[src/rtl/rpr0521rs_pkg.sv]
// Shared definitions for the RPR0521RS I2C target: register map, reset values,
// FSM state encoding and small helpers.
package rpr0521rs_pkg;

    localparam logic [7:0] REG_SYS_CTRL    = 8'h40;
    localparam logic [7:0] REG_MODE_CTRL   = 8'h41;
    localparam logic [7:0] REG_ALS_PS_CTRL = 8'h42;
    localparam logic [7:0] REG_PS_CTRL     = 8'h43;
    localparam logic [7:0] REG_PS_LSB      = 8'h44;
    localparam logic [7:0] REG_PS_MSB      = 8'h45;
    localparam logic [7:0] REG_ALS0_LSB    = 8'h46;
    localparam logic [7:0] REG_ALS0_MSB    = 8'h47;
    localparam logic [7:0] REG_ALS1_LSB    = 8'h48;
    localparam logic [7:0] REG_ALS1_MSB    = 8'h49;

    localparam logic [7:0] MODE_CTRL_RST   = 8'h00;
    localparam logic [7:0] ALS_PS_CTRL_RST = 8'h02;
    localparam logic [7:0] PS_CTRL_RST     = 8'h01;
    localparam logic [7:0] PTR_RST         = 8'h40;

    localparam logic [6:0] DEV_ADDR_DEFAULT = 7'h38;

    typedef enum logic [3:0] {
        ST_IDLE      = 4'd0,
        ST_ADDR      = 4'd1,
        ST_ADDR_ACK  = 4'd2,
        ST_PTR       = 4'd3,
        ST_PTR_ACK   = 4'd4,
        ST_WDATA     = 4'd5,
        ST_WDATA_ACK = 4'd6,
        ST_RDATA     = 4'd7,
        ST_RACK      = 4'd8
    } tgt_state_e;

    function automatic logic maj3(input logic [2:0] v);
        return (v[0] & v[1]) | (v[0] & v[2]) | (v[1] & v[2]);
    endfunction

endpackage

[src/rtl/rpr0521rs_i2c_target_i2c_bus_sync.sv]
// SCL/SDA synchroniser with edge and START/STOP detection.
// Optional 3-sample majority glitch filter when I2C_TGT_GLITCH_FILTER_EN is defined.
module i2c_bus_sync
    import rpr0521rs_pkg::*;
#(
    parameter int SYNC_STAGES = 2
) (
    input  logic clk,
    input  logic rst_n,
    input  logic scl_i,
    input  logic sda_i,
    output logic sda_o,
    output logic scl_rise_o,
    output logic scl_fall_o,
    output logic start_o,
    output logic stop_o
);

    logic [SYNC_STAGES-1:0] scl_sync_q;
    logic [SYNC_STAGES-1:0] sda_sync_q;
    logic                   scl_f_s;
    logic                   sda_f_s;
    logic                   scl_prev_q;
    logic                   sda_prev_q;

    // Synchroniser chains; an idle bus reads high so they reset to ones.
    always_ff @(posedge clk or negedge rst_n) begin
        if (!rst_n) begin
            scl_sync_q <= {SYNC_STAGES{1'b1}};
            sda_sync_q <= {SYNC_STAGES{1'b1}};
        end else begin
            scl_sync_q <= {scl_sync_q[SYNC_STAGES-2:0], scl_i};
            sda_sync_q <= {sda_sync_q[SYNC_STAGES-2:0], sda_i};
        end
    end

`ifdef I2C_TGT_GLITCH_FILTER_EN
    logic [1:0] scl_win_q;
    logic [1:0] sda_win_q;
    logic       scl_flt_q;
    logic       sda_flt_q;

    // Majority of the last three samples: a single-cycle pulse never wins.
    always_ff @(posedge clk or negedge rst_n) begin
        if (!rst_n) begin
            scl_win_q <= 2'b11;
            sda_win_q <= 2'b11;
            scl_flt_q <= 1'b1;
            sda_flt_q <= 1'b1;
        end else begin
            scl_win_q <= {scl_win_q[0], scl_sync_q[SYNC_STAGES-1]};
            sda_win_q <= {sda_win_q[0], sda_sync_q[SYNC_STAGES-1]};
            scl_flt_q <= maj3({scl_win_q, scl_sync_q[SYNC_STAGES-1]});
            sda_flt_q <= maj3({sda_win_q, sda_sync_q[SYNC_STAGES-1]});
        end
    end

    assign scl_f_s = scl_flt_q;
    assign sda_f_s = sda_flt_q;
`else
    assign scl_f_s = scl_sync_q[SYNC_STAGES-1];
    assign sda_f_s = sda_sync_q[SYNC_STAGES-1];
`endif

    // Previous-sample registers for edge detection.
    always_ff @(posedge clk or negedge rst_n) begin
        if (!rst_n) begin
            scl_prev_q <= 1'b1;
            sda_prev_q <= 1'b1;
        end else begin
            scl_prev_q <= scl_f_s;
            sda_prev_q <= sda_f_s;
        end
    end

    assign sda_o      = sda_f_s;
    assign scl_rise_o = scl_f_s & ~scl_prev_q;
    assign scl_fall_o = ~scl_f_s & scl_prev_q;
    assign start_o    = scl_f_s & scl_prev_q & sda_prev_q & ~sda_f_s;
    assign stop_o     = scl_f_s & scl_prev_q & ~sda_prev_q & sda_f_s;

endmodule

[src/rtl/rpr0521rs_i2c_target.sv]
// I2C target emulating the RPR0521RS proximity/ALS register map.
// Build option: I2C_TGT_GLITCH_FILTER_EN enables the input glitch filter in i2c_bus_sync.
module rpr0521rs_i2c_target
    import rpr0521rs_pkg::*;
#(
    parameter logic [6:0] DEV_ADDR    = DEV_ADDR_DEFAULT,
    parameter logic [7:0] PART_ID     = 8'h0A,
    parameter int         SYNC_STAGES = 2
) (
    input  logic        clk,
    input  logic        rst_n,
    input  logic        scl,
    input  logic        sda_in,
    output logic        sda_oe,
    input  logic [15:0] prox_val,
    input  logic [15:0] als0_val,
    input  logic [15:0] als1_val,
    output logic [7:0]  mode_ctrl,
    output logic [7:0]  als_ps_ctrl,
    output logic [7:0]  ps_ctrl,
    output logic        wr_strobe,
    output logic        busy
);

    logic        sda_s;
    logic        scl_rise_s;
    logic        scl_fall_s;
    logic        start_s;
    logic        stop_s;
    logic [7:0]  byte_s;
    logic [7:0]  rd_cur_s;
    logic [7:0]  rd_next_s;

    tgt_state_e  state_q;
    logic [2:0]  cnt_q;
    logic        phase_q;
    logic        rw_q;
    logic [6:0]  shift_q;
    logic [7:0]  ptr_q;
    logic [7:0]  tx_q;
    logic [47:0] snap_q;
    logic [7:0]  mode_q;
    logic [7:0]  als_ps_q;
    logic [7:0]  ps_q;
    logic        sda_oe_q;
    logic        wr_strobe_q;

    i2c_bus_sync #(
        .SYNC_STAGES (SYNC_STAGES)
    ) u_sync (
        .clk        (clk),
        .rst_n      (rst_n),
        .scl_i      (scl),
        .sda_i      (sda_in),
        .sda_o      (sda_s),
        .scl_rise_o (scl_rise_s),
        .scl_fall_o (scl_fall_s),
        .start_o    (start_s),
        .stop_o     (stop_s)
    );

    // Sensor bytes come from the snapshot so a multi-byte read never tears.
    function automatic logic [7:0] read_byte(input logic [7:0] a);
        case (a)
            REG_SYS_CTRL:    return {2'b00, PART_ID[5:0]};
            REG_MODE_CTRL:   return mode_q;
            REG_ALS_PS_CTRL: return als_ps_q;
            REG_PS_CTRL:     return ps_q;
            REG_PS_LSB:      return snap_q[7:0];
            REG_PS_MSB:      return snap_q[15:8];
            REG_ALS0_LSB:    return snap_q[23:16];
            REG_ALS0_MSB:    return snap_q[31:24];
            REG_ALS1_LSB:    return snap_q[39:32];
            REG_ALS1_MSB:    return snap_q[47:40];
            default:         return 8'h00;
        endcase
    endfunction

    assign byte_s    = {shift_q, sda_s};
    assign rd_cur_s  = read_byte(ptr_q);
    assign rd_next_s = read_byte(ptr_q + 8'd1);

    // Protocol FSM. ACK states use phase_q: first SCL fall drives ACK, second ends it.
    always_ff @(posedge clk or negedge rst_n) begin
        if (!rst_n) begin
            state_q     <= ST_IDLE;
            cnt_q       <= 3'd0;
            phase_q     <= 1'b0;
            rw_q        <= 1'b0;
            shift_q     <= 7'd0;
            ptr_q       <= PTR_RST;
            tx_q        <= 8'h00;
            snap_q      <= 48'h0;
            mode_q      <= MODE_CTRL_RST;
            als_ps_q    <= ALS_PS_CTRL_RST;
            ps_q        <= PS_CTRL_RST;
            sda_oe_q    <= 1'b0;
            wr_strobe_q <= 1'b0;
        end else begin
            wr_strobe_q <= 1'b0;
            if (start_s) begin
                state_q  <= ST_ADDR;
                cnt_q    <= 3'd0;
                phase_q  <= 1'b0;
                sda_oe_q <= 1'b0;
            end else if (stop_s) begin
                state_q  <= ST_IDLE;
                phase_q  <= 1'b0;
                sda_oe_q <= 1'b0;
            end else begin
                case (state_q)
                    ST_IDLE: sda_oe_q <= 1'b0;
                    ST_ADDR: begin
                        if (scl_rise_s) begin
                            shift_q <= {shift_q[5:0], sda_s};
                            cnt_q   <= cnt_q + 3'd1;
                            if (cnt_q == 3'd7) begin
                                if (shift_q == DEV_ADDR) begin
                                    state_q <= ST_ADDR_ACK;
                                    phase_q <= 1'b0;
                                    rw_q    <= sda_s;
                                    if (sda_s) begin
                                        snap_q <= {als1_val, als0_val, prox_val};
                                    end
                                end else begin
                                    state_q  <= ST_IDLE;
                                    sda_oe_q <= 1'b0;
                                end
                            end
                        end
                    end
                    ST_ADDR_ACK: begin
                        if (scl_fall_s) begin
                            if (!phase_q) begin
                                sda_oe_q <= 1'b1;
                                phase_q  <= 1'b1;
                            end else begin
                                phase_q <= 1'b0;
                                cnt_q   <= 3'd0;
                                if (rw_q) begin
                                    tx_q     <= rd_cur_s;
                                    sda_oe_q <= ~rd_cur_s[7];
                                    state_q  <= ST_RDATA;
                                end else begin
                                    sda_oe_q <= 1'b0;
                                    state_q  <= ST_PTR;
                                end
                            end
                        end
                    end
                    ST_PTR: begin
                        if (scl_rise_s) begin
                            shift_q <= {shift_q[5:0], sda_s};
                            cnt_q   <= cnt_q + 3'd1;
                            if (cnt_q == 3'd7) begin
                                ptr_q   <= byte_s;
                                state_q <= ST_PTR_ACK;
                                phase_q <= 1'b0;
                            end
                        end
                    end
                    ST_WDATA: begin
                        if (scl_rise_s) begin
                            shift_q <= {shift_q[5:0], sda_s};
                            cnt_q   <= cnt_q + 3'd1;
                            if (cnt_q == 3'd7) begin
                                case (ptr_q)
                                    REG_MODE_CTRL:   mode_q   <= byte_s;
                                    REG_ALS_PS_CTRL: als_ps_q <= byte_s;
                                    REG_PS_CTRL:     ps_q     <= byte_s;
                                    default:         ;
                                endcase
                                wr_strobe_q <= 1'b1;
                                ptr_q       <= ptr_q + 8'd1;
                                state_q     <= ST_WDATA_ACK;
                                phase_q     <= 1'b0;
                            end
                        end
                    end
                    ST_PTR_ACK, ST_WDATA_ACK: begin
                        if (scl_fall_s) begin
                            if (!phase_q) begin
                                sda_oe_q <= 1'b1;
                                phase_q  <= 1'b1;
                            end else begin
                                sda_oe_q <= 1'b0;
                                phase_q  <= 1'b0;
                                cnt_q    <= 3'd0;
                                state_q  <= ST_WDATA;
                            end
                        end
                    end
                    ST_RDATA: begin
                        if (scl_rise_s) begin
                            cnt_q <= cnt_q + 3'd1;
                            if (cnt_q == 3'd7) begin
                                state_q <= ST_RACK;
                                phase_q <= 1'b0;
                            end
                        end else if (scl_fall_s) begin
                            tx_q     <= {tx_q[6:0], 1'b0};
                            sda_oe_q <= ~tx_q[6];
                        end
                    end
                    ST_RACK: begin
                        if (scl_fall_s) begin
                            if (phase_q) begin
                                phase_q  <= 1'b0;
                                cnt_q    <= 3'd0;
                                sda_oe_q <= ~tx_q[7];
                                state_q  <= ST_RDATA;
                            end else begin
                                sda_oe_q <= 1'b0;
                            end
                        end else if (scl_rise_s) begin
                            if (sda_s) begin
                                state_q  <= ST_IDLE;
                                sda_oe_q <= 1'b0;
                            end else begin
                                phase_q <= 1'b1;
                                ptr_q   <= ptr_q + 8'd1;
                                tx_q    <= rd_next_s;
                            end
                        end
                    end
                    default: begin
                        state_q  <= ST_IDLE;
                        sda_oe_q <= 1'b0;
                    end
                endcase
            end
        end
    end

    assign sda_oe      = sda_oe_q;
    assign mode_ctrl   = mode_q;
    assign als_ps_ctrl = als_ps_q;
    assign ps_ctrl     = ps_q;
    assign wr_strobe   = wr_strobe_q;
    assign busy        = (state_q != ST_IDLE) && (state_q != ST_ADDR);

endmodule

[config.mk]
export PLATFORM = sky130hd
export DESIGN_NAME = rpr0521rs_i2c_target
export DESIGN_NICKNAME = d
export VERILOG_FILES = /design/src/rtl/rpr0521rs_pkg.sv /design/src/rtl/rpr0521rs_i2c_target_i2c_bus_sync.sv /design/src/rtl/rpr0521rs_i2c_target.sv
export SDC_FILE = /design/constraint.sdc
export NUM_CORES = 1
export LEC_CHECK = 0
export BUFFER_PORTS_ARGS = -buffer_cell sky130_fd_sc_hd__buf_2
export CORE_ASPECT_RATIO = 1.25
export CORE_UTILIZATION = 53
export CTS_CLUSTER_SIZE = 40
export DETAILED_ROUTE_END_ITERATION = 8
export MAX_ROUTING_LAYER = met4
export PLACE_DENSITY_LB_ADDON = 0.3
export REMOVE_ABC_BUFFERS = 1
export SETUP_SLACK_MARGIN = 0.15
export SYNTH_ARGS = -nofsm -noshare
export SYNTH_HDL_FRONTEND = slang
export SYNTH_SLANG_ARGS = --single-unit
[constraint.sdc]
create_clock -name clk -period 2.7 [get_ports clk]
set_clock_uncertainty 0.1 [all_clocks]
set_input_delay 0.27 -clock clk [delete_from_list [all_inputs] [get_ports clk]]
set_output_delay 0.27 -clock clk [all_outputs]
set_load 0.005 [all_outputs]
==> results.py <==
metrics = {
    "placed_design": {
        "globalplace.congestion": 1.08,
        "place_area_um2": 7730,
        "portBuffers": 78,
        "place_inst": 938,
        "dp_hpwl_um": 17300,
    },
    "synth": {
        "synth_area_per_cell_um2": 10.2,
        "synth_compound_area_share_pct": 23.1,
        "async_reset_ff_share_pct": 100,
        "ys_types": 83,
        "synth_most_common_cell": "dfrtp_1",
        "synth_edf_count": 0,
        "synthTopCellsByCount": "dfrtp_1 (103), mux2_2 (69), nand2_1 (55), a21oi_1 (39), nor2_1 (34)",
        "synthAdderAreaFrac_pct": 1.68,
        "synth_xor_area_share_pct": 0.392,
        "ys_warn_count": 0,
        "synth_mux_area_share_pct": 15.0,
        "synth_seq_cells": 112,
        "synth_top_cell_area_share_pct": 38.5,
        "synthCells": 656,
        "synth_top_flop_cell": "dfrtp_1",
        "synthSimpleGateAreaFrac_pct": 13.1,
        "synth_top_family_by_area": "compound AO/OA/AOI/OAI gates",
        "ys_seq_area_share_pct": 42.0,
        "ys_top_cells_by_area": "dfrtp_1 (38%), mux2_2 (12%), dfstp_2 (3.5%)",
        "synth_top_area_cell": "dfrtp_1",
        "synth.cell_area_um2": 6700,
    },
    "critical_path": {
        "startpoint_type": "flip-flop",
        "reg2reg_from": "ptr_q[0]",
        "cp-end-kind": "flip-flop",
        "ff2ff_setup_slack_ns": 0.12,
        "worst_ep_required_time_ns": 2.85,
        "r2r_cells": 9,
        "critPathKind": "reg -> reg",
        "crit_fanout": 7,
        "arrival_ns": 2.73,
        "worstReg2RegEnd": "tx_q[6]",
    },
    "detailed_routing": {
        "wirelength_um": 23000,
        "ant_nets": 0,
        "drc_errors": 0,
        "avgRoutedWirePerCell_um": 23.8,
        "first_pass_iters": 5,
        "vias": 6368,
        "vias_per_cell": 6.58,
        "first_iter_violations": 584,
    },
    "status": {
        "outcome": "completed",
    },
    "min_path": {
        "hold_path_end": "snap_q[31]",
        "min-delay-start": "als0_val[15]",
        "hp-class": "in -> reg",
        "min_delay_path_depth": 2,
    },
    "sta": {
        "maxSlewHeadroom_pct": 53.5,
        "timing.fmax_mhz": 387,
        "period_minus_slack_ns": 2.58,
        "final-setup-viol-count": 0,
        "drv_slew": 0,
        "worst_slew_pin_slew_ns": 0.697,
        "min_period_over_period_pct": 95.7,
        "finalHoldWorstSlack_ns": 0.0302,
        "rsz0062_at_grt": "true",
        "finalHoldViolations": 0,
    },
    "global_routing": {
        "grt_first_pass_wirelength_um": 34500,
        "track_usage_pct": 37.0,
        "antenna_found_initial": 0,
        "grt_max_degree": 61,
        "grt-ovfl-total": 0,
        "first_global_vias": 6193,
    },
    "clock_tree": {
        "cts-root-buf": "clkbuf_16",
        "cts_tree": "done",
        "htree_levels": 3,
        "clock-sinks": 112,
        "clockBufferDepth": 2,
        "clkTransAtPathRegs_ns": 0.08,
        "cts_inserted_buffers": 9,
        "worstSkewPairLatency_ns": 0.37,
    },
    "cells_and_area": {
        "drive_gt1_share_pct": 39.7,
        "final_util_pct": 67.7,
        "insertedDiodeCount": 0,
        "synthToLayoutAreaGrowth_pct": 23.4,
        "fillers": 1022,
        "finalNonFillerCells": 968,
        "design_area_um2": 8270,
        "final_nets": 860,
    },
    "pwr": {
        "ir_worst_vdd_v": 0.000359,
        "p_per_area_nw_per_um2": 480,
        "finalPower_mw": 3.97,
        "p_leak_nw": 3.72,
    },
    "die": {
        "initial_core_util_pct": 54.8,
        "core_area_um2": 12200,
        "rows": 45,
        "die_area_um2": 13100,
        "die_w_um": 103,
        "ioPinCount": 79,
        "die_h_um": 128,
    },
    "flow_run": {
        "cap_violations": 0,
    },
}
-- power breakdown --
| part | switching (mW) | internal, mW | leakage (nW) |
|---|---|---|---|
| combinational | 0.350 | 0.292 | 2.17 |
| sequential | 0.185 | 1.81 | 1.41 |
| clock | 0.680 | 0.652 | 0.142 |
| total | 1.22 | 2.75 | 3.72 |
-- routing by layer --
layer | up-vias | wire (um) | GRT usage (%)
li1 | 2795 | - | -
met2 | 353 | 10900 | 56.4
met5 | - | 0 | -
met1 | 3134 | 8770 | 44.8
met3 | 86 | 1870 | 6.76
met4 | 0 | 1500 | 23.6
-- placed cells by master (no fill, tap or decap), types with 10 or more instances in the layout --
cell      instances
a21oi_1          38
a222oi_1         14
a22o_1           10
a22oi_1          17
a31oi_1          17
buf_2            77
buf_4            91
dfrtp_1         101
inv_1            13
mux2_2           69
nand2_1          54
nand3_1          15
nor2_1           34
o21ai_0          27
-- final cells by class --
| class | count | area [um2] | area share [%] |
|---|---|---|---|
| Multi-Input combinational cell | 481 | 3670 | 44.4 |
| Sequential cell | 112 | 2820 | 34.1 |
| Timing Repair Buffer | 179 | 1220 | 14.7 |
| Clock buffer | 10 | 229 | 2.77 |
| Tap cell | 164 | 205 | 2.48 |
| Inverter | 16 | 63.8 | 0.772 |
| Clock inverter | 6 | 62.6 | 0.757 |
-- cells by family after synthesis --
family                     after synthesis
adders and majority gates                9
and+or+nand+nor                        168
DFF                                    112
muxes                                   87
xor gates and xnor gates                 3
AOI/OAI and AO/OA                      214
buffers and inverters                   63
-- how the worst max path moves through the flow --
stage / startpoint / endpoint / slack (ns) / cells past startpoint
finish: ptr_q[0] / tx_q[6] / 0.12 / 9
global route: ptr_q[0] / tx_q[6] / 0.01 / 9
CTS: ptr_q[1] / tx_q[7] / 0.14 / 11
detailed placement: ptr_q[0] / tx_q[5] / -0.03 / 11
global placement: ptr_q[3] / tx_q[7] / 0.04 / 8
floorplan: ptr_q[0] / tx_q[6] / -0.18 / 7
-- timing repair --
| item | 4_1_cts | 5_1_grt |
|---|---|---|
| setup buffers | 1 | 10 |
| endpoints found under the setup margin | 16 | 9 |
| gates cloned | 0 | 0 |
| pin swaps | 1 | 12 |
| gates resized for setup | 10 | 25 |
| hold buffers | 3 | 0 |
| endpoints found under the hold margin | 47 | 0 |
-- critical path, cell delays in order, from the launching register on --
cell,delay (ns)
dfrtp_1,0.38
buf_6,0.15
clkinvlp_4,0.12
ha_4,0.21
buf_8,0.12
a222oi_1,0.37
nor2_1,0.09
or4_1,0.51
a22o_1,0.19
a41o_1,0.23
-- registers in the layout, indices dropped and copies added, names as in the netlist, 2 cells and up --
register,count
tx_q,8
u_sync.sda_sync_q,2
shift_q,7
snap_q,48
state_q,4
ptr_q,8
cnt_q,3
als_ps_ctrl,8
u_sync.scl_sync_q,2
mode_ctrl,8
ps_ctrl,8
-- stage by stage --
stage                     worst slack, ns  setup TNS [ns]
after global routing               0.0150               0
after floorplan                    -0.181           -7.75
after CTS                           0.141               0
final                               0.116               0
after global placement             0.0355               0
after detailed placement          -0.0291         -0.0418
Note: power is estimated with default switching activity, not from simulation.
